## config.mk

```make
export PLATFORM = sky130hd
export DESIGN_NAME = multicycle_ctrl_flat
export DESIGN_NICKNAME = d
export VERILOG_FILES = /design/src/rtl/multicycle_ctrl_pkg.sv /design/src/rtl/multicycle_ctrl_if.sv /design/src/rtl/multicycle_ctrl_mem_wait_timer.sv /design/src/rtl/multicycle_ctrl.sv /design/src/flat_wrapper.sv
export SDC_FILE = /design/constraint.sdc
export NUM_CORES = 1
export LEC_CHECK = 0
export ABC_AREA = 1
export CAP_MARGIN = 20
export CORE_MARGIN = 2
export CORE_UTILIZATION = 56
export CTS_CLUSTER_SIZE = 24
export DETAILED_ROUTE_END_ITERATION = 12
export PLACE_DENSITY = 0.87
export SYNTH_ARGS = -nofsm -noshare
export SYNTH_HDL_FRONTEND = slang
export SYNTH_SLANG_ARGS = --single-unit
```

## constraint.sdc

```tcl
create_clock -name clk -period 2.9 [get_ports clk]
set_input_delay 0.725 -clock clk [delete_from_list [all_inputs] [get_ports clk]]
set_output_delay 0.725 -clock clk [all_outputs]
set_load 0.01 [all_outputs]
```

## src/rtl/multicycle_ctrl_pkg.sv

```systemverilog
// Shared types and encodings for the multi-cycle RV32I sequencer.
package mc_pkg;

    // state | meaning
    // FETCH  | instruction request outstanding on imem
    // DECODE | format flags from decode evaluated against ir
    // EXEC   | branch resolved / next PC chosen / memory op launched
    // MEM    | data request outstanding on dmem
    // WB     | register-file write, PC update, retire
    // TRAP   | sticky fault, left only through reset
    typedef enum logic [2:0] {
        FETCH  = 3'd0,
        DECODE = 3'd1,
        EXEC   = 3'd2,
        MEM    = 3'd3,
        WB     = 3'd4,
        TRAP   = 3'd5
    } state_t;

    localparam logic [6:0] LOAD   = 7'b0000011;
    localparam logic [6:0] STORE  = 7'b0100011;
    localparam logic [6:0] BRANCH = 7'b1100011;
    localparam logic [6:0] JAL    = 7'b1101111;
    localparam logic [6:0] JALR   = 7'b1100111;
    localparam logic [6:0] OP     = 7'b0110011;
    localparam logic [6:0] OP_IMM = 7'b0010011;
    localparam logic [6:0] LUI    = 7'b0110111;
    localparam logic [6:0] AUIPC  = 7'b0010111;

    localparam logic [1:0] WB_ALU = 2'd0;
    localparam logic [1:0] WB_MEM = 2'd1;
    localparam logic [1:0] WB_PC4 = 2'd2;

    function automatic logic misaligned(input logic [31:0] addr);
        return addr[1:0] != 2'b00;
    endfunction

endpackage

```

## src/rtl/multicycle_ctrl_if.sv

```systemverilog
// Instruction and data memory handshakes seen by the sequencer.
interface multicycle_ctrl_if;
    logic        imem_req;
    logic        imem_ack;
    logic [31:0] imem_rdata;
    logic        dmem_req;
    logic        dmem_we;
    logic        dmem_ack;

    modport master (
        output imem_req, dmem_req, dmem_we,
        input  imem_ack, imem_rdata, dmem_ack
    );

    modport slave (
        input  imem_req, dmem_req, dmem_we,
        output imem_ack, imem_rdata, dmem_ack
    );
endinterface

```

## src/rtl/multicycle_ctrl_mem_wait_timer.sv

```systemverilog
// Per-request wait timer: start marks the first request cycle, expired is
// raised in request cycle MEM_TIMEOUT when no ack has arrived.
module mem_wait_timer #(
    parameter int unsigned MEM_TIMEOUT = 16
) (
    input  logic clk,
    input  logic rst_n,
    input  logic start,
    input  logic ack,
    output logic expired
);
    localparam int unsigned CW = (MEM_TIMEOUT > 1) ? $clog2(MEM_TIMEOUT) : 1;
    localparam logic [CW-1:0] TOP = (MEM_TIMEOUT == 0) ? '0 : CW'(MEM_TIMEOUT - 1);

    logic [CW-1:0] cnt;
    logic [CW-1:0] cnt_cur;

    // start overrides the stale count so the first request cycle sees TOP
    assign cnt_cur = start ? TOP : cnt;
    assign expired = (MEM_TIMEOUT != 0) && (cnt_cur == '0) && !ack;

    // down-count remaining request cycles, parking at terminal count
    always_ff @(posedge clk or negedge rst_n) begin
        if (!rst_n) begin
            cnt <= '0;
        end else if (cnt_cur != '0) begin
            cnt <= cnt_cur - CW'(1);
        end else begin
            cnt <= cnt_cur;
        end
    end
endmodule

```

## src/rtl/multicycle_ctrl.sv

```systemverilog
// Multi-cycle RV32I sequencer: owns PC/IR and steps each instruction
// through fetch, decode, execute, memory and writeback.
module multicycle_ctrl import mc_pkg::*; #(
    parameter logic [31:0] RESET_PC    = 32'h0000_0000,
    parameter int unsigned MEM_TIMEOUT = 16
) (
    input  logic                     clk,
    input  logic                     rst_n,
    multicycle_ctrl_if.master        mem,
    output logic [31:0]              ir,
    input  logic                     is_r,
    input  logic                     is_i,
    input  logic                     is_s,
    input  logic                     is_b,
    input  logic                     is_u,
    input  logic                     is_j,
    input  logic                     incorrect,
    input  logic                     br_taken,
    input  logic [31:0]              br_target,
    input  logic [31:0]              jalr_target,
    output logic [31:0]              pc,
    output logic                     rf_we,
    output logic [1:0]               wb_sel,
    output logic                     retired,
    output logic [31:0]              instret,
    output logic                     trap,
    output logic [2:0]               state
);
    state_t      st;
    logic [6:0]  opcode;
    logic [31:0] pc_plus4;
    logic [31:0] exec_tgt;
    logic [31:0] pc_next;
    logic        any_fmt;
    logic        tmr_start;
    logic        tmr_ack;
    logic        tmr_expired;

    assign opcode   = ir[6:0];
    assign pc_plus4 = pc + 32'd4;
    assign any_fmt  = is_r | is_i | is_s | is_b | is_u | is_j;
    assign state    = st;
    assign tmr_ack  = (st == MEM) ? mem.dmem_ack : mem.imem_ack;

    mem_wait_timer #(.MEM_TIMEOUT(MEM_TIMEOUT)) u_timer (
        .clk     (clk),
        .rst_n   (rst_n),
        .start   (tmr_start),
        .ack     (tmr_ack),
        .expired (tmr_expired)
    );

    // next PC chosen in EXEC for branches and the writeback path
    always_comb begin
        exec_tgt = pc_plus4;
        if (opcode == BRANCH) begin
            exec_tgt = br_taken ? br_target : pc_plus4;
        end else if (opcode == JAL) begin
            exec_tgt = br_target;
        end else if (opcode == JALR) begin
            exec_tgt = jalr_target & ~32'd1;
        end
    end

    // sequencer FSM; every output is registered on the edge entering its state
    always_ff @(posedge clk or negedge rst_n) begin
        if (!rst_n) begin
            st           <= FETCH;
            pc           <= RESET_PC;
            pc_next      <= '0;
            ir           <= '0;
            instret      <= '0;
            mem.imem_req <= 1'b0;
            mem.dmem_req <= 1'b0;
            mem.dmem_we  <= 1'b0;
            rf_we        <= 1'b0;
            wb_sel       <= WB_ALU;
            retired      <= 1'b0;
            trap         <= 1'b0;
            tmr_start    <= 1'b0;
        end else begin
            retired   <= 1'b0;
            tmr_start <= 1'b0;
            case (st)
                FETCH: begin
                    if (!mem.imem_req) begin
                        // first fetch after reset raises the request here
                        mem.imem_req <= 1'b1;
                        tmr_start    <= 1'b1;
                    end else if (mem.imem_ack) begin
                        ir           <= mem.imem_rdata;
                        mem.imem_req <= 1'b0;
                        st           <= DECODE;
                    end else if (tmr_expired) begin
                        mem.imem_req <= 1'b0;
                        trap         <= 1'b1;
                        st           <= TRAP;
                    end
                end
                DECODE: begin
                    if (incorrect || !any_fmt) begin
                        trap <= 1'b1;
                        st   <= TRAP;
                    end else begin
                        st <= EXEC;
                    end
                end
                EXEC: begin
                    if (opcode == LOAD || opcode == STORE) begin
                        mem.dmem_req <= 1'b1;
                        mem.dmem_we  <= (opcode == STORE);
                        tmr_start    <= 1'b1;
                        st           <= MEM;
                    end else if (misaligned(exec_tgt)) begin
                        // caught here so WB never strobes rf_we for a bad target
                        trap <= 1'b1;
                        st   <= TRAP;
                    end else if (opcode == BRANCH) begin
                        pc           <= exec_tgt;
                        instret      <= instret + 32'd1;
                        retired      <= 1'b1;
                        mem.imem_req <= 1'b1;
                        tmr_start    <= 1'b1;
                        st           <= FETCH;
                    end else begin
                        pc_next <= exec_tgt;
                        rf_we   <= 1'b1;
                        wb_sel  <= (opcode == JAL || opcode == JALR) ? WB_PC4 : WB_ALU;
                        st      <= WB;
                    end
                end
                MEM: begin
                    if (mem.dmem_ack) begin
                        mem.dmem_req <= 1'b0;
                        mem.dmem_we  <= 1'b0;
                        if (misaligned(pc_plus4)) begin
                            trap <= 1'b1;
                            st   <= TRAP;
                        end else if (opcode == STORE) begin
                            pc           <= pc_plus4;
                            instret      <= instret + 32'd1;
                            retired      <= 1'b1;
                            mem.imem_req <= 1'b1;
                            tmr_start    <= 1'b1;
                            st           <= FETCH;
                        end else begin
                            pc_next <= pc_plus4;
                            rf_we   <= 1'b1;
                            wb_sel  <= WB_MEM;
                            st      <= WB;
                        end
                    end else if (tmr_expired) begin
                        mem.dmem_req <= 1'b0;
                        mem.dmem_we  <= 1'b0;
                        trap         <= 1'b1;
                        st           <= TRAP;
                    end
                end
                WB: begin
                    pc           <= pc_next;
                    instret      <= instret + 32'd1;
                    retired      <= 1'b1;
                    rf_we        <= 1'b0;
                    wb_sel       <= WB_ALU;
                    mem.imem_req <= 1'b1;
                    tmr_start    <= 1'b1;
                    st           <= FETCH;
                end
                TRAP: begin
                end
                default: begin
                    mem.imem_req <= 1'b0;
                    mem.dmem_req <= 1'b0;
                    mem.dmem_we  <= 1'b0;
                    rf_we        <= 1'b0;
                    trap         <= 1'b1;
                    st           <= TRAP;
                end
            endcase
        end
    end
endmodule

```

## src/flat_wrapper.sv

```systemverilog
// flat-port wrapper written by rule: the top's interface ports become plain ports
module multicycle_ctrl_flat import mc_pkg::*;
#(
    parameter logic [31:0] RESET_PC    = 32'h0000_0000,
    parameter int unsigned MEM_TIMEOUT = 16
)
  (clk, rst_n, ir, is_r, is_i, is_s, is_b, is_u, is_j, incorrect, br_taken, br_target, jalr_target, pc, rf_we, wb_sel, retired, instret, trap, state, mem_imem_req, mem_dmem_req, mem_dmem_we, mem_imem_ack, mem_imem_rdata, mem_dmem_ack);
  multicycle_ctrl_if mem_i ();
  input  logic clk;
  input  logic rst_n;
  output logic [31:0] ir;
  input  logic is_r;
  input  logic is_i;
  input  logic is_s;
  input  logic is_b;
  input  logic is_u;
  input  logic is_j;
  input  logic incorrect;
  input  logic br_taken;
  input  logic [31:0] br_target;
  input  logic [31:0] jalr_target;
  output logic [31:0] pc;
  output logic rf_we;
  output logic [1:0] wb_sel;
  output logic retired;
  output logic [31:0] instret;
  output logic trap;
  output logic [2:0] state;
  output wire logic [$bits(mem_i.imem_req)-1:0] mem_imem_req;
  output wire logic [$bits(mem_i.dmem_req)-1:0] mem_dmem_req;
  output wire logic [$bits(mem_i.dmem_we)-1:0] mem_dmem_we;
  input wire logic [$bits(mem_i.imem_ack)-1:0] mem_imem_ack;
  input wire logic [$bits(mem_i.imem_rdata)-1:0] mem_imem_rdata;
  input wire logic [$bits(mem_i.dmem_ack)-1:0] mem_dmem_ack;
  assign mem_imem_req = mem_i.imem_req;
  assign mem_dmem_req = mem_i.dmem_req;
  assign mem_dmem_we = mem_i.dmem_we;
  assign mem_i.imem_ack = mem_imem_ack;
  assign mem_i.imem_rdata = mem_imem_rdata;
  assign mem_i.dmem_ack = mem_dmem_ack;
  multicycle_ctrl #(.RESET_PC(RESET_PC), .MEM_TIMEOUT(MEM_TIMEOUT)) u_core (.clk(clk), .rst_n(rst_n), .mem(mem_i), .ir(ir), .is_r(is_r), .is_i(is_i), .is_s(is_s), .is_b(is_b), .is_u(is_u), .is_j(is_j), .incorrect(incorrect), .br_taken(br_taken), .br_target(br_target), .jalr_target(jalr_target), .pc(pc), .rf_we(rf_we), .wb_sel(wb_sel), .retired(retired), .instret(instret), .trap(trap), .state(state));
endmodule
```

==> out/metrics.cfg <==
[run_status]
status = finished, final reports clean

[clock_network]
cts_hold_buf = 0
clk_latency_ns = 0.44
cts_setup_buffers = 0
cts-buffers-inserted = 17
cts_sinks = 144
cts-htree-levels = 4
clk_path_buf_depth = 2
ctsResizeCount = 0
cts.reportedPaths.clkPinSlew_ns = 0.07
cts_tree = done
cts_root_buf = clkbuf_16

[route]
via_count = 10710
routedWlPerCell_um = 16.36
drc = 0
drt-total-wl_mm = 30.80
dr.pass1.iters = 6
drt_iter0_drc = 1282
final_antenna_net_count = 0
vias_per_cell = 5.690

[place]
place_area_um2 = 12000
io_buffers = 213
dp_hpwl_mm = 21.84
place.gp.congestion = 0.9626

[timing]
worstMarginPinSlew_ns = 0.6656
rsz0062_at_grt = no
max_freq_mhz = 404.1
timing.final.crit_share = 0.8532
setup_viol_count_final = 0
fin_worst_skew_ns = 0.008389
relSlewSlack = 0.5522
tns_ns = 0
layout_min_cycle_time_ns = 2.474
hold_viol_final = 0
slew_violations = 0

[yosys]
yosysSeqAreaShare = 0.3743
synth_simple_gate_area_frac = 0.3708
synth_top_family_by_area = simple AND/OR/NAND/NOR gates
synth_cell_types = 46
yosys.area_share.adder = 0.003899
synth_top_flop_cell = dfrtp_1
synth_edf_count = 0
synth.yosys.warnings = 0
syn_area_per_cell_um2 = 6.677
synthCells = 1442
syn_nets = 1553
synth_xor_area_frac = 0.03275
async_flop_share = 1.000
syn-cell-area_um2 = 9628
muxShareOfSynthArea = 0.03275
ys_seq_elements = 144
synth_compound_area_frac = 0.09591

[critical_path]
r2r_slack_ns = 0.43
end_kind = flop
worst_setup_path_start_kind = flop
worstReg2RegEnd = u_core.instret[6]
path_class = reg2reg
endpoint = u_core.instret[6]
reg2reg_depth = 14
crit_path_max_fanout = 23
cp-startpoint = u_core.ir[4]
required_ns = 3.21
crit_arrival_ns = 2.78
rr_startpoint = u_core.ir[4]

[cells_and_area]
final_cell_mix = 482 x nand2_1, 212 x clkdlybuf4s50_1, 165 x nor2_1
final_nets = 1760
drive_gt1_frac = 0.07160
antenna_cells = 0
finish.instance_area_um2 = 12620
area_growth_pct = 31.03
num-fill-cells = 1293
final_common_cell = nand2_1

[floorplan]
die_h_um = 135.1
rows = 47
dieArea_um2 = 18260
ios = 215
start_util = 0.5765
die_x_um = 135.1
core_area_um2 = 16700

[global_routing]
grt_max_degree = 54
antenna_found_initial = 0
grt_pass1_wl_mm = 49.77
grt_use_total = 0.3425
grt-ovfl-total = 0
grt_pass1_vias = 10240

[power_and_ir_drop]
total_power_mw = 4.644
power_leakage_nw = 6.250
ir_drop_mv = 0.4069
p_per_area_nw_per_um2 = 368.1

[job]
cap_violations = 0

[worst_hold_path]
hp-class = in2async

-- cell type report --
| type | count | area (um2) | area share |
|---|---|---|---|
| Clock buffer | 17 | 425.4 | 0.03372 |
| Tap cell | 220 | 275.3 | 0.02182 |
| Inverter | 159 | 599.3 | 0.04751 |
| Sequential cell | 144 | 3603 | 0.2856 |
| Timing Repair Buffer | 238 | 2359 | 0.1869 |
| Multi-Input combinational cell | 1089 | 5161 | 0.4091 |
| Clock inverter | 15 | 192.7 | 0.01527 |
-- synthesized netlist by cell type, types with 4 or more instances --
master,instances,share of area
a21oi_1,49,0.025
a22oi_1,6,0.0047
a31oi_1,9,0.0058
buf_1,5,0.0019
buf_2,25,0.013
buf_4,4,0.0031
buf_6,4,0.0047
clkbuf_1,12,0.0047
dfrtp_1,144,0.37
inv_1,150,0.058
inv_2,8,0.0031
mux2_2,28,0.033
nand2_1,482,0.19
nand2_2,6,0.0039
nand3_1,141,0.073
nand3b_1,4,0.0031
nand4_1,9,0.0058
nor2_1,165,0.064
nor2_2,5,0.0032
nor3_1,19,0.0099
nor4_1,9,0.0058
o211ai_1,4,0.0031
o21ai_0,70,0.036
o21ai_1,10,0.0052
o21bai_1,5,0.0039
o22ai_1,7,0.0045
or2_2,4,0.0026
xnor2_1,8,0.0073
xor2_1,28,0.025
-- logic make-up (layout without fill, tap and decap cells) --
kind of cell    count (synthesis)  after routing
xor+xnor                       36             36
flops                         144            144
mux                            28             28
fa+ha+maj                       3              3
compound gates                168            168
simple gates                  854            854
buf+inv                       209            429
-- layer usage --
metal  wire length (um)  share of wire  track usage  up-vias
li1                   -              -            -     5033
met1              11980           0.39       0.4353     4907
met2              14490           0.47       0.5615      645
met3               3177           0.10      0.07620      123
met4               1157          0.038       0.1534        0
met5                  0              0            0        -
-- sequential cells by signal, summed over array words and instances (netlist names) --
register             cells
u_core.instret          32
u_core.ir               32
u_core.pc               32
u_core.pc_next          32
u_core.u_timer.cnt       4
u_core.state             3
u_core.wb_sel            2
u_core.mem.dmem_req      1
u_core.mem.dmem_we       1
u_core.mem.imem_req      1
u_core.retired           1
u_core.rf_we             1
u_core.tmr_start         1
u_core.trap              1
-- worst min path at each step --
stage / end / from / slack, ns / depth (start not counted)
after global routing: u_core.u_timer.cnt[0] / rst_n / 0.23 / 1
after floorplan: u_core.instret[0] / rst_n / 0.43 / 0
after detailed placement: u_core.pc_next[0] / u_core.pc_next[0] / 0.46 / 2
after global placement: u_core.pc_next[1] / u_core.pc_next[1] / 0.45 / 2
after CTS: u_core.u_timer.cnt[0] / rst_n / 0.22 / 1
final: u_core.u_timer.cnt[0] / rst_n / 0.21 / 1
-- critical path, stage by stage, from the launching register on --
cell and delay [ns]:
dfrtp_1 0.41, inv_1 0.09, nand3_1 0.12, inv_2 0.12, nand2_1 0.05, buf_4 0.19, inv_1 0.08, nand2_1 0.05
nand3_1 0.09, nand2_2 0.08, nand3_2 0.09, nand2_2 0.18, inv_2 0.46, nor2_1 0.13, xor2_1 0.18
-- report_power, final --
group	leakage, nW	total [mW]	switching [mW]	internal (mW)
Clock	0.295	2.28	1.04	1.24
Combinational	4.24	0.312	0.122	0.191
Sequential	1.71	2.05	0.0160	2.03
Total	6.25	4.64	1.18	3.46
-- per-stage QoR --
stage	util	worst slack, ns	hold slack (ns)	std cells
floorplan	-	0.9770	0.4294	1442
global placement	0.7184	0.1559	0.4531	1850
detailed placement	0.7184	0.06834	0.4574	1850
CTS	0.7554	0.4670	0.2176	1882
global route	0.7554	0.1899	0.2321	1882
finish	0.7554	0.4256	0.2060	1882
Power figures use the tool's default switching activity.
